**src/rtl/rf_wb_sched.sv**
```systemverilog
// rf_wb_sched
//   Register-file write-port scheduler. The single RF write port is shared
//   between the core writeback path (primary) and a buffered long-latency
//   result source (secondary). Secondary results sit in a small FIFO and
//   drain into cycles where the primary does not write. A primary write
//   kills any queued secondary result for the same register. If the FIFO
//   head keeps losing the port, core_stall forces a drain cycle.
//
// Parameters
//   DEPTH         secondary FIFO entries (power of two, >= 2)
//   STARVE_LIMIT  lost cycles tolerated before core_stall (>= 1)
//
// Ports
//   cpu_clk     core clock, rising edge
//   cpu_rst     synchronous active-high reset
//   p_we/p_wR/p_wD   primary write request
//   s_valid/s_ready  secondary handshake; s_wR/s_wD secondary payload
//   rf_we/rf_wR/rf_wD  granted RF write
//   busy_mask   registers with a valid queued secondary write
//   core_stall  core must freeze for a forced drain cycle
module rf_wb_sched #(
  parameter int unsigned DEPTH        = 2,
  parameter int unsigned STARVE_LIMIT = 4
) (
  input  logic        cpu_clk,
  input  logic        cpu_rst,
  input  logic        p_we,
  input  logic [4:0]  p_wR,
  input  logic [31:0] p_wD,
  input  logic        s_valid,
  output logic        s_ready,
  input  logic [4:0]  s_wR,
  input  logic [31:0] s_wD,
  output logic        rf_we,
  output logic [4:0]  rf_wR,
  output logic [31:0] rf_wD,
  output logic [31:0] busy_mask,
  output logic        core_stall
);

  localparam int unsigned AW  = $clog2(DEPTH);
  localparam int unsigned CW  = AW + 1;
  localparam int unsigned SCW = $clog2(STARVE_LIMIT + 1);

  logic          ent_valid [DEPTH];
  logic [4:0]    ent_wr    [DEPTH];
  logic [31:0]   ent_wd    [DEPTH];
  logic [AW-1:0] rd_ptr;
  logic [AW-1:0] wr_ptr;
  logic [CW-1:0] count;
  logic [SCW-1:0] sc;

  logic empty;
  logic head_valid;
  logic pw;
  logic grant_head;
  logic pop;
  logic push;
  logic push_valid;

  assign empty      = (count == '0);
  assign head_valid = !empty && ent_valid[rd_ptr];
  assign core_stall = (sc >= SCW'(STARVE_LIMIT));
  assign s_ready    = (count != CW'(DEPTH));

  // A forced stall takes the port away from the primary so the head drains.
  assign pw = p_we && (p_wR != 5'd0) && !core_stall;

  // Secondary entries are never offered while reset is asserted, so a flush
  // cannot leak a queued result into the RF on the reset edge.
  assign grant_head = !pw && head_valid && !cpu_rst;

  // A killed head carries no write and is discarded whenever it is at the head.
  assign pop = !empty && (!ent_valid[rd_ptr] || !pw);

  assign push       = s_valid && s_ready;
  assign push_valid = (s_wR != 5'd0) && !(pw && (s_wR == p_wR));

  always_comb begin
    rf_we = 1'b0;
    rf_wR = '0;
    rf_wD = '0;
    if (pw) begin
      rf_we = 1'b1;
      rf_wR = p_wR;
      rf_wD = p_wD;
    end else if (grant_head) begin
      rf_we = 1'b1;
      rf_wR = ent_wr[rd_ptr];
      rf_wD = ent_wd[rd_ptr];
    end
  end

  always_comb begin
    busy_mask = '0;
    for (int unsigned i = 0; i < DEPTH; i++) begin
      if (ent_valid[i]) busy_mask[ent_wr[i]] = 1'b1;
    end
    busy_mask[0] = 1'b0;
  end

  // Valid bits only hold for occupied slots: pop clears the slot, and push
  // never targets an occupied slot because it requires !full.
  always_ff @(posedge cpu_clk) begin
    if (cpu_rst) begin
      for (int unsigned i = 0; i < DEPTH; i++) ent_valid[i] <= 1'b0;
      rd_ptr <= '0;
      wr_ptr <= '0;
      count  <= '0;
      sc     <= '0;
    end else begin
      if (pw) begin
        for (int unsigned i = 0; i < DEPTH; i++) begin
          if (ent_wr[i] == p_wR) ent_valid[i] <= 1'b0;
        end
      end
      if (pop) begin
        ent_valid[rd_ptr] <= 1'b0;
        rd_ptr            <= rd_ptr + AW'(1);
      end
      if (push) begin
        ent_valid[wr_ptr] <= push_valid;
        wr_ptr            <= wr_ptr + AW'(1);
      end
      count <= count + CW'(push) - CW'(pop);

      if (empty || pop)
        sc <= '0;
      else if (head_valid && pw && (sc < SCW'(STARVE_LIMIT)))
        sc <= sc + SCW'(1);
    end
  end

  always_ff @(posedge cpu_clk) begin
    if (push) begin
      ent_wr[wr_ptr] <= s_wR;
      ent_wd[wr_ptr] <= s_wD;
    end
  end

endmodule

```
**config.mk**
```make
export PLATFORM = sky130hd
export DESIGN_NAME = rf_wb_sched
export DESIGN_NICKNAME = d
export VERILOG_FILES = /design/src/rtl/rf_wb_sched.sv
export SDC_FILE = /design/constraint.sdc
export NUM_CORES = 1
export LEC_CHECK = 0
export ABC_CLOCK_PERIOD_IN_PS = 2800
export CAP_MARGIN = 20
export CORE_MARGIN = 2
export CORE_UTILIZATION = 46
export CTS_BUF_LIST = sky130_fd_sc_hd__clkbuf_8
export DETAILED_ROUTE_END_ITERATION = 6
export PLACE_DENSITY = 0.82
export SYNTH_ARGS = -nofsm -noshare
export SYNTH_HDL_FRONTEND = slang
export SYNTH_SLANG_ARGS = --single-unit
```
**constraint.sdc**
```tcl
create_clock -name cpu_clk -period 2.8 [get_ports cpu_clk]
set_input_delay 0.84 -clock cpu_clk [delete_from_list [all_inputs] [get_ports cpu_clk]]
set_output_delay 0.84 -clock cpu_clk [all_outputs]
set_load 0.1 [all_outputs]
```
After elaboration in Yosys (flattened, before gate mapping):

Memories as Yosys holds them, arrays and structs flattened. A register that Yosys moved wholly into a read port is not among the register bits.
Index checks and enable logic that the tools add are counted.

* logic and storage cells: 87
* RAM bits: 76
* register bits after elaboration: 7
* memories kept: 3
* input bits: 78
* output and inout port bits: 72

Memories
* ent_wd: depth 2, bits a word 32, read ports 1, clocked after memory_dff 1, write ports 1, RTL line 47 `logic [31:0] ent_wd [DEPTH];`
* ent_wr: depth 2, bits a word 5, read ports 3, clocked after memory_dff 1, write ports 1, RTL line 46 `logic [4:0] ent_wr [DEPTH];`
* ent_valid: depth 2, bits a word 1, read ports 3, clocked after memory_dff 1, write ports 4, RTL line 45 `logic ent_valid [DEPTH];`

* multiplexer cells: 37
* magnitude comparators: 6
* reduce and logical (&&, ||, !) cells: 25
* eq/ne operators: 4
* add/sub/neg operators: 5
* bitwise logic cells: 3

Operators with widths (count)
* two-way mux 32 bit: 4
* bitwise OR 32 bit: 1
* two-way mux 1 bit: 29
* == test 5 bit: 3
* logical AND 1 bit: 13
* less-than comparator 5 x 6 -> 1 bit, second input constant: 2
* demux 1 bit (select 5 bit): 2
* greater-or-equal comparator 5 x 1 -> 1 bit, second input constant: 2
* two-way mux 5 bit: 2
* nonzero test 5 bit: 2
* logical NOT 1 bit: 6
* adder 3 x 1 -> 3 bit, second input constant: 1
* greater-or-equal comparator 3 bit, second input constant: 1
* less-than comparator 3 bit, second input constant: 1
* adder 1 bit, second input constant: 2
* adder 2 x 1 -> 2 bit: 1
* logical NOT 2 bit: 1
* logical OR 1 bit: 2
* inequality test 2 bit, second input constant: 1
* bitwise OR 1 bit: 2
* OR reduction 2 bit: 1
* subtractor 2 x 1 -> 2 bit: 1

Depth between registers and ports, before layout:

* depth after elaboration: 9
* gate-level depth with buffers: 10
* mapped depth without buffers: 9

Worst setup path before layout:

No wires, ideal clock.

* path kind: input-to-output
* start point: input port p_wR[1]
* end point: output port rf_wD[0]
* data arrival time: 3.777 ns
* slack: -1.817 ns
* cell stages on the path: 5
* data required time: 1.960 ns
* cells stage by stage: buf_4 > nor4_4 > a21o_1 > nand2_2 > o21ai_0

* word-level cells in the longest chain between the ends: 8

RTL lines
* from (decl): RTL line 28 `input logic [4:0] p_wR,`
* nonzero test 5 bit (*): RTL line 67 `assign pw = p_we && (p_wR != 5'd0) && !core_stall;`
* logical AND 1 bit (*) (2 in a row): RTL line 67
* logical NOT 1 bit: RTL line 71 `assign grant_head = !pw && head_valid && !cpu_rst;`
* logical AND 1 bit (2 in a row): RTL line 71
* two-way mux 32 bit: RTL line 87 `end else if (grant_head) begin`
* two-way mux 32 bit (*): RTL line 83 `if (pw) begin`
* to (decl): RTL line 36 `output logic [31:0] rf_wD,`

Every way passes the cells marked *; elsewhere a longest branch is shown, timed or not.

Final worst setup path:

* start point: input port p_wR[1]
* end point: output port rf_wD[4]

The elaborated chain is that of the path after synthesis.

==> qor.log <==
[cts] total CTS buffers 9
[timing] unrepaired setup endpoints after global routing true
[power_and_ir_drop] static power due to leakage 0.002744 µW
[outcome] violated checks negative setup slack
[setup_path] worst path cell trace buf_8 -> nor4_4 -> a21o_1 -> nand2_8 -> buf_12 -> buf_12 -> o21ai_4 -> buf_12
[setup_path] r2r endpoint count[1]
[grt] global routing usage summed across all routing layers 27.38%
[synthesis] cell types with the largest area share after synthesis sky130_fd_sc_hd__edfxtp_1 (55%), sky130_fd_sc_hd__mux2i_1 (9.2%), sky130_fd_sc_hd__o22ai_1 (4.8%)
[drt] initial detailed-routing violation count 209
[synthesis] average size of a mapped cell 11.87 µm²
[grt] wire length of the first global-routing pass 20.69 mm
[placement] number of port buffers 148
[min_path] Min-Delay Path Depth 1
[drt] wirelength, routed 13.92 mm
[finish] share of layout cells above drive strength 1 40.85%
[power_and_ir_drop] power after layout 4861 µW
[finish] layout overhead on the synthesized area 85.74%
[setup_path] reg2reg start sc[2]
[cts] number of clock sinks 84
[setup_path] Worst path slowest cell sky130_fd_sc_hd__nor4_4
[floorplanning] die height 98.77 µm
[setup_path] Crit path top cell by count sky130_fd_sc_hd__buf_12
[synthesis] part of the Yosys area used for sequential elements 59.12%
[synthesis] count leader, synth sky130_fd_sc_hd__edfxtp_1
[placement] cell total after placement 607
[setup_path] Crit path depth 8
[cts] count of hold buffers inserted by post-cts repair 0
[floorplanning] area enclosed by the die boundary 9756 µm²
[drt] total via count in the routed design 3857
[setup_path] crit path to rf_wD[4]
[synthesis] nets in the synthesized netlist 429
[setup_path] worst setup path category in2out
[synthesis] fraction of synthesis flops using an asynchronous set or reset pin 0%
[cts] H-tree levels 3
[timing] total of endpoints with negative setup slack in the final report 38
[placement] routability cong. 0.8667
[setup_path] CP bufs+invs 4
[floorplanning] starting utilization of the core area 47.37%
[grt] number of antenna violations at the first check in global routing 0
[floorplanning] Std-Cell Rows 34
[timing] achievable frequency 324.2 MHz
[synthesis] top-area cell type share of the netlist area 55.24%
[synthesis] total of flip-flops plus latches after synthesis 84
[timing] final setup margin -0.2842 ns
[run] number of maximum-capacitance violations 0
[floorplanning] width of the die 98.77 µm
[synthesis] Synth Warn # 0
[setup_path] arrival time at the worst endpoint 2.24 ns
[setup_path] crit-path max FO 7
[drt] Via density 5.943
[timing] final critical delay including setup and external delays 3.084 ns
[timing] tightest slew margin relative to the limit 61.37%
[grt] number of global-route vias before repair 3971
[timing] final worst clock skew 0.005338 ns
[power_and_ir_drop] highest ir drop seen on vdd 0.4955 mV
[synthesis] biggest area consumer among synthesized cells sky130_fd_sc_hd__edfxtp_1
[cts] cell at the root of the clock tree sky130_fd_sc_hd__clkbuf_8
[synthesis] ranking of synthesized cells by instance count sky130_fd_sc_hd__edfxtp_1 (76), sky130_fd_sc_hd__nand2_1 (42), sky130_fd_sc_hd__mux2i_1 (38)
[setup_path] startpoint of the worst setup timing path p_wR[1]
[grt] largest net degree at the start of global routing 27
[setup_path] critical path endpoint category output port
[setup_path] cells on worst reg2reg path 10
[cts] maximum buffer depth of the clock tree 2
[min_path] Worst Hold Class reg2reg
[grt] global-route congestion overflow total 0
[cts] TritonCTS clock tree built
[setup_path] biggest cell delay along the critical path 0.29 ns
[placement] dpl hpwl 9.509 mm
[timing] transition time of the tightest slew-check pin 0.5742 ns
[synthesis] number of enable flip-flop cells after synthesis 76
[timing] share of the clock period used by the worst path 110.1%
[cts] insertion delay of the later-clocked pin in the worst-skew pair 0.35 ns
[floorplanning] floorplan core area 8721 µm²
[timing] final slew viol count 0
[setup_path] family of cells with the greatest summed delay on the critical path buffers and inverters
[setup_path] data required time at the worst endpoint 1.96 ns
[synthesis] count of mapped cells out of synthesis 348
[drt] post-DR wirelength/cell 21.45 µm
[drt] DRC violations left 0
[setup_path] startpoint type of the worst setup path input pin
[drt] number of search-and-repair iterations in the first detailed-routing pass 5
[synthesis] Unique masters post-synth 40
[finish] fin nets 618
[power_and_ir_drop] Power per Cell Area 633.4 nW/µm²
[finish] n_diodes 0
[synthesis] Synth Flop Type sky130_fd_sc_hd__edfxtp_1
[setup_path] worst reg-to-reg setup slack 0.45 ns
[floorplanning] io pins 150
[finish] non-filler cells, final 649
[synthesis] Post-Synthesis Cell Area 4131 µm²
[cts] clock-pin slew reported for the worst setup and hold paths after clock tree synthesis 0.08 ns
[drt] remaining antenna violation count after routing 0
[timing] number of hold-slack violations in the final timing report 0
[outcome] status complete, but fails checks
## kinds of logic (layout without fill, tap and decap cells)
logic type	Yosys count	in the layout	share of synthesized area, %
AND/OR/NAND/NOR	94	94	12.11
flip-flops	84	84	59.12
XOR/XNOR	17	17	3.604
buffers and inverters	31	224	3.755
AO/OA/AOI/OAI	80	80	11.21
adder cells (fa/ha/maj)	3	3	0.9086
multiplexers	38	38	9.206
other	1	1	0.09077
## cell type report
cell class	instances	area, µm²
repair buffers	202	2750
flip-flops and latches	84	2444
multi-input cells	233	2137
fillers	372	1047
well taps	108	135.1
clock buffers	9	123.9
clock inverters	6	57.56
inverters	7	26.28
## registers in the layout (all words and copies together), names as in the netlist, named ones only
name,cells
sc,3
wr_ptr,1
ent_valid,2
count,2
ent_wr,10
ent_wd,64
rd_ptr,1
## per-stage QoR
stage               area, µm²  util [%]  hold WS, ns  TNS (ns)  setup WS [ns]
floorplan                4707         -       0.4173    -24.48        -0.6097
global placement         7126     81.71       0.4281    -18.15        -0.5010
detailed placement       7126     81.71       0.4450    -19.08        -0.5275
CTS                      7546     86.53       0.4585    -8.993        -0.2856
global route             7674     87.99       0.4850    -11.93        -0.3374
finish                   7674     87.99       0.4666    -9.898        -0.2842
## report_power, final
group          leakage (µW)  internal (µW)  switching [µW]
clock              0.000100            401             413
combinational       0.00187            903            1460
sequential         0.000778           1580             107
total               0.00274           2880            1980
## worst min path at each step
stage | slack [ns] | endpoint | from
floorplan | 0.42 | sc[0] | sc[0]
global placement | 0.43 | sc[0] | sc[0]
detailed placement | 0.45 | sc[0] | sc[0]
CTS | 0.46 | sc[0] | sc[0]
global route | 0.49 | sc[0] | sc[0]
finish | 0.47 | sc[0] | sc[0]
## metal layers
| metal | up-vias | part of all wire [%] | track usage, % |
|---|---|---|---|
| li1 | 1683 | - | - |
| met1 | 1854 | 34 | 29.13 |
| met2 | 260 | 54 | 50.78 |
| met3 | 60 | 7.7 | 7.589 |
| met4 | 0 | 4.2 | 11.06 |
| met5 | - | 0 | 0 |
## what timing repair did
action	in CTS	in global routing
gates resized for setup	31	10
cloned	4	0
pin swaps	6	4
buffers inserted	11	12
endpoints found under the hold margin	0	0
setup endpoints to repair	42	56
## placed cells by master (no fill, tap or decap), types with 8 or more instances in the layout
master                            Yosys  layout
sky130_fd_sc_hd__buf_12               0      75
sky130_fd_sc_hd__o22ai_1             32       8
sky130_fd_sc_hd__xnor2_1              8       8
sky130_fd_sc_hd__buf_4                3      44
sky130_fd_sc_hd__edfxtp_1            76      76
sky130_fd_sc_hd__o22ai_2              0      23
sky130_fd_sc_hd__xor2_1               9       9
sky130_fd_sc_hd__clkdlybuf4s50_1      0      70
sky130_fd_sc_hd__clkbuf_8             0       9
sky130_fd_sc_hd__nand2_1             42      42
sky130_fd_sc_hd__mux2i_1             38      37
sky130_fd_sc_hd__o21ai_4              0      36
sky130_fd_sc_hd__nand3b_1            10      10
Power figures use the tool's default switching activity.
